File: src/rtl/countdown_pkg.sv
// ---------------------------------------------------------------------------
// countdown_pkg
//   Shared definitions for the countdown timer block.
//   - DEFAULT_WIDTH : default counter / load-value / output width in bits
//   - state_t       : timer state, IDLE (count static) or RUN (decrementing)
// ---------------------------------------------------------------------------
package countdown_pkg;

  localparam int DEFAULT_WIDTH = 4;

  typedef enum logic {
    IDLE = 1'b0,
    RUN  = 1'b1
  } state_t;

endpackage

File: src/rtl/countdown_timer_rise_detect.sv
// ---------------------------------------------------------------------------
// rise_detect
//   One-bit registered rising-edge detector. The previous level of d is
//   registered every cycle; rise is high for the cycle in which d is high and
//   its registered copy is still low, so a level held high yields one pulse.
//
// Ports
//   clk    in   1   clock, state updates on posedge
//   rst_n  in   1   asynchronous active-low reset (clears the history bit)
//   d      in   1   level to watch
//   rise   out  1   d & ~d_q (combinational from d and the history bit)
// ---------------------------------------------------------------------------
module rise_detect
  import countdown_pkg::*;
(
  input  logic clk,
  input  logic rst_n,
  input  logic d,
  output logic rise
);

  logic d_q;

  // History bit: the level of d as seen at the previous clock edge.
  always_ff @(posedge clk or negedge rst_n) begin
    if (!rst_n) begin
      d_q <= 1'b0;
    end else begin
      d_q <= d;
    end
  end

  assign rise = d & ~d_q;

endmodule

File: src/rtl/countdown_timer.sv
// ---------------------------------------------------------------------------
// countdown_timer
//   Loadable down-counter / timer. A rising edge on ld loads a start value
//   from in; while running and enabled the count decrements, and reaching the
//   end is flagged by a registered one-cycle tc pulse.
//
//   Build option COUNTDOWN_AUTO_RELOAD_EN:
//     defined   - at the terminal decrement the count reloads the last loaded
//                 value and the timer stays in RUN (periodic tc).
//     undefined - at the terminal decrement the count goes to 0 and the timer
//                 returns to IDLE (one-shot).
//
// Parameters
//   WIDTH  counter, load-value and output width in bits (>= 2)
//
// Ports
//   clk    in   1      clock, all state updates on posedge
//   rst_n  in   1      asynchronous active-low reset
//   ld     in   1      load request, only its rising edge acts
//   in     in   WIDTH  start / reload value, sampled on the ld rising edge
//   en     in   1      count enable; when low, count and state hold
//   oe     in   1      output enable for out
//   out    out  WIDTH  oe ? count : 0
//   tc     out  1      terminal-count pulse, one cycle
//   busy   out  1      high while the timer is in RUN
// ---------------------------------------------------------------------------
module countdown_timer
  import countdown_pkg::*;
#(
  parameter int WIDTH = DEFAULT_WIDTH
) (
  input  logic             clk,
  input  logic             rst_n,
  input  logic             ld,
  input  logic [WIDTH-1:0] in,
  input  logic             en,
  input  logic             oe,
  output logic [WIDTH-1:0] out,
  output logic             tc,
  output logic             busy
);

  localparam logic [WIDTH-1:0] COUNT_ONE = WIDTH'(1);

  state_t           state;
  logic [WIDTH-1:0] count;
  logic [WIDTH-1:0] reload;
  logic             ld_rise;

  rise_detect u_ld_rise (
    .clk   (clk),
    .rst_n (rst_n),
    .d     (ld),
    .rise  (ld_rise)
  );

  // Timer FSM with count, reload and tc registers.
  // A load edge beats everything else, including a coincident terminal
  // decrement, so a reload in the last cycle never shows a tc pulse.
  // The terminal step is taken at count == 1 so the count never wraps; the
  // "else" branch also covers a count of 0, which RUN never holds.
  always_ff @(posedge clk or negedge rst_n) begin
    if (!rst_n) begin
      state  <= IDLE;
      count  <= '0;
      reload <= '0;
      tc     <= 1'b0;
    end else begin
      if (ld_rise) begin
        count  <= in;
        reload <= in;
        tc     <= 1'b0;
        state  <= (in != '0) ? RUN : IDLE;
      end else if ((state == RUN) && en) begin
        if (count > COUNT_ONE) begin
          count <= count - COUNT_ONE;
          tc    <= 1'b0;
        end else begin
          tc <= 1'b1;
`ifdef COUNTDOWN_AUTO_RELOAD_EN
          count <= reload;
          state <= RUN;
`else
          count <= '0;
          state <= IDLE;
`endif
        end
      end else begin
        tc <= 1'b0;
      end
    end
  end

  assign busy = (state == RUN);
  assign out  = oe ? count : '0;

  // While running, the count can only have moved down from the value it was
  // loaded with, so it can never exceed the remembered load value.
  count_within_reload : assert property (
    @(posedge clk) disable iff (!rst_n)
    (state == RUN) |-> (count <= reload)
  );

endmodule

File: config.mk
export PLATFORM = sky130hd
export DESIGN_NAME = countdown_timer
export DESIGN_NICKNAME = d
export VERILOG_FILES = /design/src/rtl/countdown_pkg.sv /design/src/rtl/countdown_timer_rise_detect.sv /design/src/rtl/countdown_timer.sv
export SDC_FILE = /design/constraint.sdc
export NUM_CORES = 1
export LEC_CHECK = 0
export BUFFER_PORTS_ARGS = -buffer_cell sky130_fd_sc_hd__buf_2
export CORE_AREA = 2 2 39 41
export DETAILED_ROUTE_END_ITERATION = 10
export DIE_AREA = 0 0 41 43
export GPL_TIMING_DRIVEN = 1
export PLACE_DENSITY = 0.59
export SLEW_MARGIN = 20
export SYNTH_ARGS = -nofsm -noshare
export SYNTH_HDL_FRONTEND = slang
export SYNTH_HIERARCHICAL = 1
export SYNTH_SLANG_ARGS = --single-unit
export TNS_END_PERCENT = 100
File: constraint.sdc
create_clock -name clk -period 2.2 [get_ports clk]
set_clock_uncertainty 0.1 [all_clocks]
set_input_delay 0.22 -clock clk [delete_from_list [all_inputs] [get_ports clk]]
set_output_delay 0.22 -clock clk [all_outputs]
set_load 0.01 [all_outputs]
# [After elaboration in Yosys (flattened, before gate mapping)]
# Index checks and enable logic that the tools add are counted.
# Widths: inputs -> output; s select.
[totals] ff_bits=7 output_inout_bits=6 elab_cells=24
[classes] n_addsub=1 order_cmp=1 n_eq_ne=1 muxes=11 bitwise=2 reduce_logical=4
[op_table] operator="$mux 4" n=4
[op_table] operator="$mux 1" n=7
[op_table] operator="$gt 4x1->1 const B" n=1
[op_table] operator="$reduce_bool 4->1" n=1
[op_table] operator="$sub 4x1->4 const B" n=1
[op_table] operator="$ne 2x2->1 const B" n=1
[op_table] operator="$reduce_and 2->1" n=1
[op_table] operator="$reduce_bool 2->1" n=1
[op_table] operator="$and 1x1->1" n=1
[op_table] operator="$logic_and 1x1->1" n=1
[op_table] operator="$not 1->1" n=1

# [Depth between registers and ports, before layout]
[depth] word_depth=4 depth_mapped=5

# [Cells and area by module]
# The synthesis kept the hierarchy.
[by_module_without_submodules] mod="countdown_timer" instances=1 cells_each=46 area_each_um2=410.4 seq_area_each_um2=150.1
[by_module_without_submodules] mod="rise_detect" instances=1 cells_each=2 area_each_um2=38.8 seq_area_each_um2=25.0

# [Worst setup path after synthesis]
# Ideal clock, no wire load.
[synth_timing] kind="register -> register" startpoint="register count[0]" endpoint="register tc" setup_ns=0.122 t_arrival_ns=1.108 t_required_ns=1.978 path_slack_ns=0.870 stages_incl_launch_ff=6 cell_sequence="dfrtp_1 -> inv_1 -> ha_1 -> nor2_1 -> nor3_1 -> and4b_2"
[synth_between] elab_chain_len=4
[synth_rtl] item="start, declared" line="countdown_timer.sv:46" source="logic [WIDTH-1:0] count;"
[synth_rtl] item="start signal, assigned" line="countdown_timer.sv:70" source="count <= in;"
[synth_rtl] item="start signal, assigned" line="countdown_timer.sv:76" source="count <= count - COUNT_ONE;"
[synth_rtl] item="$gt 4x1->1" line="countdown_timer.sv:75" source="if (count > COUNT_ONE) begin"
[synth_rtl] item="$mux 1" line="countdown_timer.sv:75"
[synth_rtl] item="$mux 1" line="countdown_timer.sv:74" source="end else if ((state == RUN) && en) begin"
[synth_rtl] item="$mux 1" line="countdown_timer.sv:69" source="if (ld_rise) begin"
[synth_rtl] item="end signal, assigned" line="countdown_timer.sv:72" source="tc <= 1'b0;"
[synth_rtl] item="end signal, assigned" line="countdown_timer.sv:77" source="tc <= 1'b0;"
[synth_rtl] item="end signal, assigned" line="countdown_timer.sv:79" source="tc <= 1'b1;"
[synth_rtl] item="end, declared" line="countdown_timer.sv:39" source="output logic tc,"
# No other way between the ends.
# A chain may end at the register's enable or synchronous reset.

# [Worst setup path after layout]
# Ends and elaborated chain as after synthesis.

==> flow_summary.ini <==
[logic_synthesis]
yosysUniqueCellTypes = 24
synth_top_area_share_pct = 39.0
netlist_area_sq_um = 449
ys_ff_latch = 7
netlist_top_cells_area = dfrtp_1 39%, and2_1 5.6%, ha_1 5.6%
ys_warn_count = 6
yosysTopAreaCell = dfrtp_1
synth_area_per_cell_sq_um = 9.36
yosysSeqAreaShare_pct = 39.0
syn-instance-count = 48
syn_nets = 59

[finish]
fillers = 146
final_util_pct = 41.4
final_common_cell = buf_2
diodes = 0
final_cell_mix = 14 x buf_2, 7 x dfrtp_1, 4 x inv_1, 4 x and2_1, 4 x a21oi_1
drive_gt1_share_pct = 31.8
ff_latch_area_sq_um = 175
finalNetCount = 78
area_growth_pct = 27.6
multiInputGateArea_sq_um = 243

[job]
drv_cap = 0

[power_and_ir_drop]
p_switching_uw = 170
power_density_nw_per_um2 = 807
internal_power_uw = 293
peakVddDrop_v = 0.000362
comb_power_share_pct = 31.6
leakagePower_nw = 0.280
seq_power_share_pct = 42.7
p_total_uw = 463
switching_share_pct = 36.7
pwr-share-clk_pct = 25.8

[sta]
slew_viol_final = 0
worst_slack_ns = 0.682
setup_tns_ns = 0
grt_setup_unrepaired = no
fin_crit_sh_pct = 69.0
finalCriticalPeriod_ns = 1.52
tightest_slew_ns = 0.326
final_hold_viol_count = 0
max_clock_freq_mhz = 659
setup_viol = 0
relSlewSlack_pct = 78.0

[placed_design]
pre_cts_ws_ns = 0.701
globalplace.congestion = 0.803
hpwlAfterDp_um = 730
portBuffers = 14

[setup_path]
required_ns = 2.24
cp_cell_sequence = inv_1 -> ha_1 -> nor2_1 -> nor3_1 -> and4b_2
cp_max_fo = 5
crit_type = reg2reg
arrival_ns = 1.56
crit_family = simple AND/OR/NAND/NOR gates
cp-start-kind = register
cpMaxStageDelayCell = dfrtp_1
cp_num_buf_inv = 1
endpoint_kind = register
critPathMaxStageDelay_ns = 0.42

[clock_network]
clock_latency_ns = 0.26
cts.htree.levels = 1
numClockSinks = 7
cts_hold_buf = 2
clk_pin_slew_ns = 0.05
clk_path_buf_depth = 2
cts_buffers = 3
cts_resized = 0
tritoncts = built
cts_setup_buffers = 0
root_buffer = clkbuf_4

[detailed_routing]
antenna_left = 0
routed_wirelength_mm = 1.01
post_drt_wl_per_cell_um = 12.3
drc = 0
first_pass_iters = 4
vias_per_cell = 5.24
dr_total_vias = 430
drt_iter0_markers = 10

[floorplanning]
core_sq_um = 1380
ioPinCount = 15
die-area_sq_um = 1760
rows = 14
start_util_pct = 32.5
fp.dieW_um = 41
fp.dieH_um = 43

[grt]
grt_max_degree = 14
antenna_found_initial = 0
grt_pass1_vias = 383
grt_usage_pct = 15.0
grt_remaining_overflow = 0
grt_pass1_wl_mm = 1.67

[hold_path]
hold_path_class = in2reg

[outcome]
status = complete, no violations
area by class of cell:
type | count | share of cell area, %
Inverter | 5 | 3.28
Sequential cell | 7 | 30.6
Timing Repair Buffer | 16 | 15.7
Clock buffer | 4 | 4.59
Tap cell | 16 | 3.49
Multi-Input combinational cell | 34 | 42.4
flip-flops by register name, indices dropped and copies added (netlist names):
register and flops:
tc 1, busy 1, count 4, u_ld_rise/d_q 1
worst reg2reg max path: cells and delay by family (launching register included):
family	cells	cell delay (ns)
and+or+nand+nor	3	0.59
DFF	1	0.42
adders and majority gates	1	0.23
buffers and inverters	1	0.08
worst paths after layout:
| check | cells past startpoint | to | from | slack, ns |
|---|---|---|---|---|
| min | 3 | busy | in[3] | 0.11 |
| min in group asynchronous | 2 | tc | rst_n | 0.23 |
| min reg2reg | 3 | busy | u_ld_rise/d_q | 0.52 |
| max in group asynchronous | 2 | count[2] | rst_n | 1.60 |
| max | 5 | tc | count[0] | 0.68 |
| max reg2reg | 5 | tc | count[0] | 0.68 |
power by group through the flow:
stage	clock (mW)	sequential, mW	combinational, mW
2_1_floorplan	0	0.182	0.106
3_3_place_gp	0	0.197	0.138
3_5_place_dp	0	0.198	0.142
4_1_cts	0.124	0.195	0.147
5_1_grt	0.135	0.202	0.165
6_report	0.119	0.197	0.146
cell usage after synthesis:
master,instances
dfrtp_1,7
a21oi_1,4
and2_1,4
inv_1,4
nand2_1,3
nor2b_1,3
ha_1,2
nor3_1,2
o311ai_0,2
o311ai_1,2
o41ai_1,2
and2_2,1
and4b_2,1
buf_4,1
clkbuf_2,1
inv_2,1
mux2i_1,1
nand3_1,1
nor2_1,1
nor2b_4,1
nor4bb_1,1
o21ai_0,1
o21ai_1,1
o31a_1,1
through the flow:
stage | instance area, sq um | hold WS [ns] | instances
2_1_floorplan | 449 | -0.176 | 48
3_3_place_gp | 527 | -0.0294 | 76
3_5_place_dp | 527 | -0.0295 | 76
4_1_cts | 573 | 0.109 | 82
5_1_grt | 573 | 0.110 | 82
6_report | 573 | 0.115 | 82
cells by family after synthesis:
kind of cell / Yosys count / synth area share (%)
AND/OR/NAND/NOR: 18 / 25.9
AO/OA/AOI/OAI: 13 / 20.3
buffers and inverters: 7 / 6.96
flip-flops: 7 / 39.0
adder cells (fa/ha/maj): 2 / 5.57
multiplexers: 1 / 2.23
routing by layer:
layer	vias to the layer above	wire length, um	global-route usage, %	part of all wire (%)
li1	212	-	-	-
met1	198	425	18.0	42
met2	18	483	20.0	48
met3	2	82	9.42	8.1
met4	0	15	8.00	1.5
met5	-	0	0	0
Power figures use the tool's default switching activity.
